<file path="config.mk">
export PLATFORM = sky130hd
export DESIGN_NAME = counter_sequencer
export DESIGN_NICKNAME = d
export VERILOG_FILES = /design/src/rtl/counter_seq_pkg.sv /design/src/rtl/counter_seq_datapath.sv /design/src/rtl/counter_sequencer.sv
export SDC_FILE = /design/constraint.sdc
export NUM_CORES = 1
export LEC_CHECK = 0
export BUFFER_PORTS_ARGS = -buffer_cell sky130_fd_sc_hd__buf_4
export CORE_ASPECT_RATIO = 0.8
export CORE_MARGIN = 2
export CORE_UTILIZATION = 54
export DETAILED_ROUTE_END_ITERATION = 7
export PLACE_DENSITY = 0.78
export SETUP_SLACK_MARGIN = 0.2
export SLEW_MARGIN = 20
export SYNTH_ARGS = -nofsm -noshare
export SYNTH_HDL_FRONTEND = slang
export SYNTH_SLANG_ARGS = --single-unit
export TNS_END_PERCENT = 5
</file>
<file path="constraint.sdc">
create_clock -name clk -period 2.6 [get_ports clk]
set_input_delay 0.52 -clock clk [delete_from_list [all_inputs] [get_ports clk]]
set_output_delay 0.52 -clock clk [all_outputs]
set_load 0.005 [all_outputs]
</file>
<file path="src/rtl/counter_seq_pkg.sv">
// Shared types and default sizes for the counter sequencer.
// The top level optionally adds an input prescaler when the macro
// COUNTER_SEQ_PRESCALE_EN is defined.
package counter_seq_pkg;

  localparam int DEFAULT_WIDTH    = 16;
  localparam int DEFAULT_RELOAD_W = 8;

  typedef enum logic [1:0] {
    IDLE  = 2'b00,
    RUN   = 2'b01,
    PAUSE = 2'b10,
    DONE  = 2'b11
  } state_t;

endpackage

</file>
<file path="src/rtl/counter_seq_datapath.sv">
// Counter datapath: a WIDTH-bit count register with clear/increment/hold
// controls and a terminal-count compare against the latched period.
module counter_seq_datapath
  import counter_seq_pkg::*;
#(
  parameter int WIDTH = DEFAULT_WIDTH
) (
  input  logic             clk,
  input  logic             reset,
  input  logic             clear_i,
  input  logic             inc_i,
  input  logic [WIDTH-1:0] period_i,
  output logic [WIDTH-1:0] count_o,
  output logic             at_term_o
);

  logic [WIDTH-1:0] count_q;

  // Count register: clear wins over increment, otherwise hold.
  // NOTE: sequential state uses non-blocking assignments so every flop
  // samples the pre-edge values of its neighbours.
  always_ff @(posedge clk or posedge reset) begin
    if (reset) begin
      count_q <= '0;
    end else if (clear_i) begin
      count_q <= '0;
    end else if (inc_i) begin
      count_q <= count_q + WIDTH'(1);
    end
  end

  assign count_o   = count_q;
  assign at_term_o = (count_q == period_i);

endmodule

</file>
<file path="src/rtl/counter_sequencer.sv">
// Programmable interval timer sequencer: FSM, reload tally and (optionally)
// the tick prescaler around the counter datapath. Defining
// COUNTER_SEQ_PRESCALE_EN adds the prescale input and an 8-bit divider.
module counter_sequencer
  import counter_seq_pkg::*;
#(
  parameter int WIDTH    = DEFAULT_WIDTH,
  parameter int RELOAD_W = DEFAULT_RELOAD_W
) (
  input  logic                clk,
  input  logic                reset,
  input  logic                start,
  input  logic                stop,
  input  logic                pause,
  input  logic                auto_reload,
  input  logic [WIDTH-1:0]    period,
`ifdef COUNTER_SEQ_PRESCALE_EN
  input  logic [7:0]          prescale,
`endif
  input  logic                tick_in,
  output logic [WIDTH-1:0]    count,
  output logic                busy,
  output logic                done,
  output logic [RELOAD_W-1:0] reload_cnt,
  output logic [1:0]          state
);

  state_t              state_q;
  logic                busy_q;
  logic                done_q;
  logic [RELOAD_W-1:0] reload_q;
  logic [WIDTH-1:0]    period_q;
  logic                mode_q;

  logic run_active;
  logic start_fresh;
  logic tick_ok;
  logic qual_tick;
  logic term_hit;
  logic cnt_clr;
  logic cnt_inc;
  logic at_term;

`ifdef COUNTER_SEQ_PRESCALE_EN
  logic [7:0] prescale_q;
  logic [7:0] div_q;

  assign tick_ok = tick_in && (div_q == prescale_q);

  // Prescale divider: clears with the count, frozen unless actively running.
  always_ff @(posedge clk or posedge reset) begin
    if (reset) begin
      prescale_q <= '0;
      div_q      <= '0;
    end else begin
      if (start_fresh) begin
        prescale_q <= prescale;
      end
      if (cnt_clr) begin
        div_q <= '0;
      end else if (run_active && tick_in) begin
        div_q <= (div_q == prescale_q) ? 8'd0 : div_q + 8'd1;
      end
    end
  end
`else
  assign tick_ok = tick_in;
`endif

  // Decode the prioritised inputs (stop > start > pause > tick) into
  // datapath controls.
  // NOTE: every signal is assigned on every path, so no latch is inferred.
  always_comb begin
    run_active  = (state_q == RUN) && !stop && !pause;
    start_fresh = start && !stop && ((state_q == IDLE) || (state_q == DONE));
    qual_tick   = run_active && tick_ok;
    term_hit    = qual_tick && at_term;
    cnt_clr     = stop || start_fresh || (term_hit && mode_q);
    cnt_inc     = qual_tick && !at_term;
  end

  counter_seq_datapath #(
    .WIDTH (WIDTH)
  ) u_datapath (
    .clk       (clk),
    .reset     (reset),
    .clear_i   (cnt_clr),
    .inc_i     (cnt_inc),
    .period_i  (period_q),
    .count_o   (count),
    .at_term_o (at_term)
  );

  // Control FSM with registered busy/done/tally outputs and run latches.
  always_ff @(posedge clk or posedge reset) begin
    if (reset) begin
      state_q  <= IDLE;
      busy_q   <= 1'b0;
      done_q   <= 1'b0;
      reload_q <= '0;
      period_q <= '0;
      mode_q   <= 1'b0;
    end else begin
      done_q <= term_hit;
      case (state_q)
        IDLE, DONE: begin
          if (start_fresh) begin
            state_q  <= RUN;
            busy_q   <= 1'b1;
            period_q <= period;
            mode_q   <= auto_reload;
            reload_q <= '0;
          end else if (stop) begin
            state_q <= IDLE;
          end
        end
        RUN: begin
          if (stop) begin
            state_q <= IDLE;
            busy_q  <= 1'b0;
          end else if (pause) begin
            state_q <= PAUSE;
          end else if (term_hit) begin
            if (mode_q) begin
              if (reload_q != '1) begin
                reload_q <= reload_q + RELOAD_W'(1);
              end
            end else begin
              state_q <= DONE;
              busy_q  <= 1'b0;
            end
          end
        end
        PAUSE: begin
          if (stop) begin
            state_q <= IDLE;
            busy_q  <= 1'b0;
          end else if (!pause) begin
            state_q <= RUN;
          end
        end
        default: begin
          state_q <= IDLE;
          busy_q  <= 1'b0;
        end
      endcase
    end
  end

  assign busy       = busy_q;
  assign done       = done_q;
  assign reload_cnt = reload_q;
  assign state      = state_q;

endmodule

</file>
# Yosys cells after proc, flatten, opt, wreduce, memory -nomap -nowiden
# Index checks and enable logic that the tools add are counted.
# word_totals
ff_bits	45
inputBits	23
out_inout_bits	28
wordCells	75
# op_classes
n_addsub	2
n_eq_ne	19
mux	25
n_reduce_logical	22
# op_table
operator	n
8-bit 2-to-1 mux	6
16-bit 2-to-1 mux	2
16-bit by 1-bit adder with 16-bit output, second input constant	1
16-bit == test	1
2-bit 2-to-1 mux	8
8-bit one-hot mux with 2 select lines	1
3-bit != test, second input constant	5
2-bit != test, second input constant	6
8-bit by 1-bit adder with 8-bit output, second input constant	1
1-bit logical AND	8
4-bit != test, second input constant	2
8-bit != test, second input constant	1
7-bit AND reduction	1
1-bit 2-to-1 mux	6
2-bit one-hot mux with 3 select lines	1
5-bit AND reduction	1
2-bit == test, second input constant	2
4-bit AND reduction	1
2-bit nonzero test	2
1-bit zero test	3
1-bit logical OR	3
1-bit one-hot mux with 3 select lines	1
2-bit by 1-bit == test with 1-bit output, second input constant	1
2-bit zero test	1
other kinds (3)	3

# Logic depth before layout (Yosys ltp)
# logic_depth
word_depth	9
ltp_mapped	10
depth_no_buf	8

# Modules after synthesis
# A second synthesis with hierarchy kept.
# hier_totals
hier_cells	223
area_unflattened_um2	2462.4
# modules_own_cells
module	n_inst	cells_per_inst	area_each_um2	seq_area_each_um2
counter_sequencer	1	122	1458.9	725.7
counter_seq_datapath	1	101	1003.5	400.4

# Worst setup path after synthesis
# OpenSTA, ideal clock, no wires.
# synth_timing
kind	reg2reg
from	reg reload_q[0], in the netlist reload_cnt[0]
to	reg reload_q[0], in the netlist reload_cnt[0]
setup_ns	0.121
t_arrival_ns	1.837
required_ns	2.479
slack_ns	0.642
stages_incl_launch_ff	9
path_buffers	1
period_less_slack_ns	1.958
cell_sequence	dfrtp_1 -> ha_1 -> and3_1 -> and3_1 -> a31oi_4 -> and2_1 -> buf_2 -> mux2i_1 -> a22o_1
# synth_via
elab_chain_cells	7
elab_cells_between_ends	10
cone_classes	add/sub (1); eq/ne (2); mux (6); reduce/logical (1)
# synth_lines
item	line_no	source
start, declared	counter_sequencer.sv:31	logic [RELOAD_W-1:0] reload_q;
start signal, assigned	counter_sequencer.sv:126	reload_q <= reload_q + RELOAD_W'(1);
8-bit by 1-bit adder with 8-bit output	counter_sequencer.sv:126	
8-bit 2-to-1 mux	counter_sequencer.sv:125	if (reload_q != '1) begin
8-bit 2-to-1 mux	counter_sequencer.sv:124	if (mode_q) begin
8-bit 2-to-1 mux	counter_sequencer.sv:123	end else if (term_hit) begin
8-bit 2-to-1 mux	counter_sequencer.sv:121	end else if (pause) begin
8-bit 2-to-1 mux	counter_sequencer.sv:118	if (stop) begin
8-bit one-hot mux with 2 select lines	counter_sequencer.sv:105	case (state_q)
# Parallel ways exist; a longest one is shown, timed or not. The select of a mux whose other input is x is not followed.
# A chain may end at the register's enable or synchronous reset.

# Worst setup path in the final report
# layout_timing
from	reg state_q[1], in the netlist state[1]
to	reg reload_q[0], in the netlist reload_cnt[0]
# layout_via
elab_chain_cells	7
elab_cells_between_ends	19
cone_classes	eq/ne (8); mux (1); reduce/logical (10)
# layout_lines
item	line_no	source
start, declared	counter_sequencer.sv:28	state_t state_q;
start signal, assigned	counter_sequencer.sv:97	state_q <= IDLE;
start signal, assigned	counter_sequencer.sv:108	state_q <= RUN;
start signal, assigned	counter_sequencer.sv:114	state_q <= IDLE;
2-bit by 1-bit == test with 1-bit output	counter_sequencer.sv:74, counter_sequencer.sv:105	
1-bit logical AND (2 in a row)	counter_sequencer.sv:74	run_active = (state_q == RUN) && !stop && !pause;
1-bit logical AND	counter_sequencer.sv:76	qual_tick = run_active && tick_ok;
1-bit logical AND	counter_sequencer.sv:77	term_hit = qual_tick && at_term;
2-bit != test (no line)	-	
7-bit AND reduction (no line)	-	
# Parallel ways exist; a longest one is shown, timed or not.

==> impl_metrics.prom <==
# TYPE chip_impl_metric gauge
chip_impl_metric{name="clock_power_share",unit=""} 0.194
chip_impl_metric{name="first_global_vias",unit=""} 1858
chip_impl_metric{name="critical_path_arrival",unit="ns"} 2.44
chip_impl_metric{name="critPathRequiredTime",unit="ns"} 2.79
chip_impl_metric{name="cp.buffers_inverters",unit=""} 1
chip_impl_metric{name="initial_core_utilization",unit=""} 0.553
chip_impl_metric{name="insertion_delay",unit="ns"} 0.29
chip_impl_info{name="cp-start-kind",value="register"} 1
chip_impl_metric{name="routed_via_density",unit=""} 5.55
chip_impl_info{name="clk_root_buffer_cell",value="clkbuf_8"} 1
chip_impl_metric{name="power.ir.vdd_worst",unit="uV"} 410
chip_impl_metric{name="coreArea",unit="mm^2"} 0.00451
chip_impl_metric{name="synth_top_area_frac",unit=""} 0.451
chip_impl_metric{name="drt_pre_antenna_iters",unit=""} 4
chip_impl_info{name="worstSetupEndpointType",value="register"} 1
chip_impl_metric{name="num_io_pins",unit=""} 51
chip_impl_metric{name="hold_violations",unit=""} 0
chip_impl_metric{name="r2r_setup_slack",unit="ns"} 0.35
chip_impl_metric{name="syn_area_per_cell",unit="um^2"} 10.3
chip_impl_metric{name="setup-tns-final",unit="ns"} 0
chip_impl_metric{name="syn_inst",unit=""} 243
chip_impl_metric{name="dpl_cell_area",unit="mm^2"} 0.00295
chip_impl_metric{name="synth-edff-count",unit=""} 0
chip_impl_info{name="cp_slowest_cell",value="dfrtp_1"} 1
chip_impl_metric{name="synth-warning-count",unit=""} 0
chip_impl_metric{name="final_cell_count_no_fill",unit=""} 361
chip_impl_metric{name="antenna-diode-count",unit=""} 0
chip_impl_metric{name="fin_total_pwr",unit="mW"} 2.17
chip_impl_metric{name="avgRoutedWirePerCell",unit="um"} 14.8
chip_impl_metric{name="sequentialPowerShare",unit=""} 0.469
chip_impl_metric{name="flow.area_growth_from_synthesis",unit="%"} 22.1
chip_impl_metric{name="floorplan.die_area",unit="mm^2"} 0.00518
chip_impl_metric{name="place_congestion",unit=""} 0.964
chip_impl_metric{name="period_share",unit=""} 0.866
chip_impl_info{name="synthDominantAreaCellType",value="dfrtp_1"} 1
chip_impl_metric{name="utilization",unit=""} 0.675
chip_impl_metric{name="p_int",unit="mW"} 1.45
chip_impl_metric{name="power.density_cell_area",unit="mW/mm^2"} 713
chip_impl_info{name="reg2reg_to",value="reload_cnt[0]$_DFFE_PP0P_"} 1
chip_impl_metric{name="placedCellCount",unit=""} 353
chip_impl_metric{name="die-width",unit="um"} 80.0
chip_impl_info{name="run_status",value="completed"} 1
chip_impl_info{name="tritoncts",value="built"} 1
chip_impl_metric{name="htree_levels",unit=""} 2
chip_impl_metric{name="placement.setup.worst_slack",unit="ns"} 0.286
chip_impl_metric{name="stdcell_area",unit="mm^2"} 0.00305
chip_impl_metric{name="drt_iter0_markers",unit=""} 108
chip_impl_metric{name="synth.yosys.seq_area_share",unit=""} 0.451
chip_impl_metric{name="netlist-cell-type-count",unit=""} 38
chip_impl_info{name="worst_r2r_startpoint",value="state[1]$_DFFE_PP0P_"} 1
chip_impl_metric{name="cts.hold.buffers_added",unit=""} 0
chip_impl_info{name="critPathKind",value="register to register"} 1
chip_impl_metric{name="worst_path_largest_cell_delay",unit="ns"} 0.43
chip_impl_metric{name="die_h",unit="um"} 64.8
chip_impl_metric{name="ys_ff_latch",unit=""} 45
chip_impl_metric{name="via_count",unit=""} 2003
chip_impl_metric{name="async_reset_ff_frac",unit=""} 1.00
chip_impl_metric{name="num_rows",unit=""} 22
chip_impl_metric{name="finalCriticalPeriod",unit="ns"} 2.25
chip_impl_metric{name="grt_first_pass_wirelength",unit="mm"} 9.08
chip_impl_metric{name="layout.nets",unit=""} 327
chip_impl_metric{name="switchingPower",unit="mW"} 0.723
chip_impl_metric{name="worst_slew_margin_rel",unit=""} 0.575
chip_impl_metric{name="max_clock_buf_depth",unit=""} 2
chip_impl_info{name="grt_setup_unrepaired",value="yes"} 1
chip_impl_metric{name="synthesis.nets",unit=""} 270
chip_impl_info{name="cpLargestDelayFamily",value="simple AND/OR/NAND/NOR gates"} 1
chip_impl_metric{name="cell_area_after_synthesis",unit="mm^2"} 0.00249
chip_impl_metric{name="hold_slack",unit="ns"} 0.198
chip_impl_metric{name="max_slew.worst_pin.slew",unit="ns"} 0.638
chip_impl_metric{name="drc_violations_left",unit=""} 0
chip_impl_metric{name="drv.max_cap_violation_count",unit=""} 0
chip_impl_info{name="post-synth-top-count-cell",value="dfrtp_1"} 1
chip_impl_metric{name="final_max_slew_viol_count",unit=""} 0
chip_impl_metric{name="routed_wl",unit="mm"} 5.36
chip_impl_metric{name="r2r.worst_path.cells",unit=""} 8
chip_impl_metric{name="largest_fanout_of_any_net_on_the_critical_path",unit=""} 11
chip_impl_metric{name="dp_hpwl",unit="mm"} 4.10
chip_impl_metric{name="fmax",unit="GHz"} 0.444
chip_impl_metric{name="grt_antenna_before_repair",unit=""} 0
chip_impl_metric{name="final_layout_size_suffix_gt1_frac",unit=""} 0.302
chip_impl_info{name="hold_path_class",value="primary input to async pin"} 1
chip_impl_metric{name="global_route.usage.total",unit=""} 0.226
chip_impl_info{name="ys_top_cells_by_count",value="dfrtp_1 (45), xnor2_1 (30), nor2_1 (22)"} 1
chip_impl_metric{name="power.switching_fraction",unit=""} 0.333
chip_impl_metric{name="finalWorstSetupSlack",unit="ns"} 0.349
chip_impl_info{name="critical_path.cell_chain",value="inv_1 > ha_2 > and4bb_1 > nand2_1 > a31oi_4 > and2_1 > mux2i_1 > a22o_1"} 1
chip_impl_metric{name="final_antenna_net_count",unit=""} 0
chip_impl_metric{name="part_of_the_power_in_combinational_logic",unit=""} 0.337
chip_impl_metric{name="globalRouteOverflowTotal",unit=""} 0
chip_impl_metric{name="finalSetupViolCount",unit=""} 0
chip_impl_info{name="synth_top_flop_cell",value="dfrtp_1"} 1
chip_impl_metric{name="clock_slew_at_reported_path_ffs",unit="ns"} 0.08
chip_impl_metric{name="p_leak",unit="nW"} 1.34
chip_impl_metric{name="io_buffers",unit=""} 50
chip_impl_metric{name="finalClockSkew",unit="ns"} 0.00746
chip_impl_info{name="synthTopCellsByArea",value="dfrtp_1 (45%), xnor2_1 (11%), mux2_2 (7.7%)"} 1
chip_impl_metric{name="grt_max_degree",unit=""} 20
chip_impl_metric{name="cts-buffers-inserted",unit=""} 5
chip_impl_metric{name="numClockSinks",unit=""} 45
## area by class of cell
| cell class | instances | area [um^2] |
|---|---|---|
| flip-flops and latches | 45 | 1130 |
| clock buffers | 5 | 68.8 |
| fillers | 359 | 1470 |
| well taps | 60 | 75.1 |
| inverters | 11 | 41.3 |
| clock inverters | 3 | 17.5 |
| multi-input cells | 179 | 1280 |
| repair buffers | 58 | 435 |
## cell families after synthesis
kind of cell | after synthesis | synth area share
AO/OA/AOI/OAI | 37 | 0.105
XOR/XNOR | 30 | 0.105
buffers and inverters | 19 | 0.0421
multiplexers | 19 | 0.0848
flip-flops | 45 | 0.451
adder cells (fa/ha/maj) | 4 | 0.0201
AND/OR/NAND/NOR | 89 | 0.192
## sequential cells by signal, indices dropped and copies added (netlist names)
register and cells:
busy 1, done 1, mode_q 1, period_q 16, reload_cnt 8, state 2
u_datapath.count_o 16
## per-layer routing
metal,share of wire,GRT usage
met2,0.44,0.324
met4,0.0090,0.0530
met5,0,0
met3,0.054,0.0529
met1,0.49,0.345
## what timing repair did
item,4_1_cts,5_1_grt
setup buffers,0,0
setup endpoints to repair,0,17
resized for setup,0,2
## cells in the final DEF, fill, tap and decap left out, types with 2 or more instances in the layout
cell | netlist | layout
nor3_1 | 6 | 6
xnor2_1 | 30 | 30
nand2_1 | 15 | 15
buf_4 | 2 | 58
a21oi_1 | 5 | 5
clkinv_2 | 0 | 2
nor2_1 | 22 | 22
mux2i_1 | 2 | 2
o21ai_1 | 3 | 3
clkbuf_8 | 0 | 5
inv_1 | 10 | 9
a21o_1 | 3 | 3
mux2_2 | 17 | 17
and3_1 | 4 | 4
o21ai_0 | 11 | 11
nand3_1 | 16 | 16
dfrtp_1 | 45 | 45
a22o_1 | 2 | 2
nor4_1 | 7 | 7
nand4_1 | 10 | 10
ha_1 | 4 | 3
o31ai_1 | 2 | 2
a31oi_1 | 6 | 5
## how the worst max path moves through the flow
stage | from | end | slack [ns] | cells past startpoint
2_1_floorplan | reload_cnt[0]$_DFFE_PP0P_ | reload_cnt[0]$_DFFE_PP0P_ | 0.64 | 8
3_3_place_gp | stop | reload_cnt[2]$_DFFE_PP0P_ | 0.33 | 7
3_5_place_dp | state[1]$_DFFE_PP0P_ | reload_cnt[2]$_DFFE_PP0P_ | 0.29 | 8
4_1_cts | state[1]$_DFFE_PP0P_ | reload_cnt[2]$_DFFE_PP0P_ | 0.26 | 8
5_1_grt | state[1]$_DFFE_PP0P_ | u_datapath.count_o[12]$_DFFE_PP0P_ | 0.20 | 8
6_report | state[1]$_DFFE_PP0P_ | reload_cnt[0]$_DFFE_PP0P_ | 0.35 | 8
## power groups by stage
stage	clock network (mW)	registers, mW	logic (mW)
3_3_place_gp	0	1.02	0.709
2_1_floorplan	0	0.997	0.544
3_5_place_dp	0	1.03	0.728
4_1_cts	0.430	1.02	0.730
5_1_grt	0.472	1.04	0.813
6_report	0.420	1.02	0.732
(Power assumes the default switching activity.)
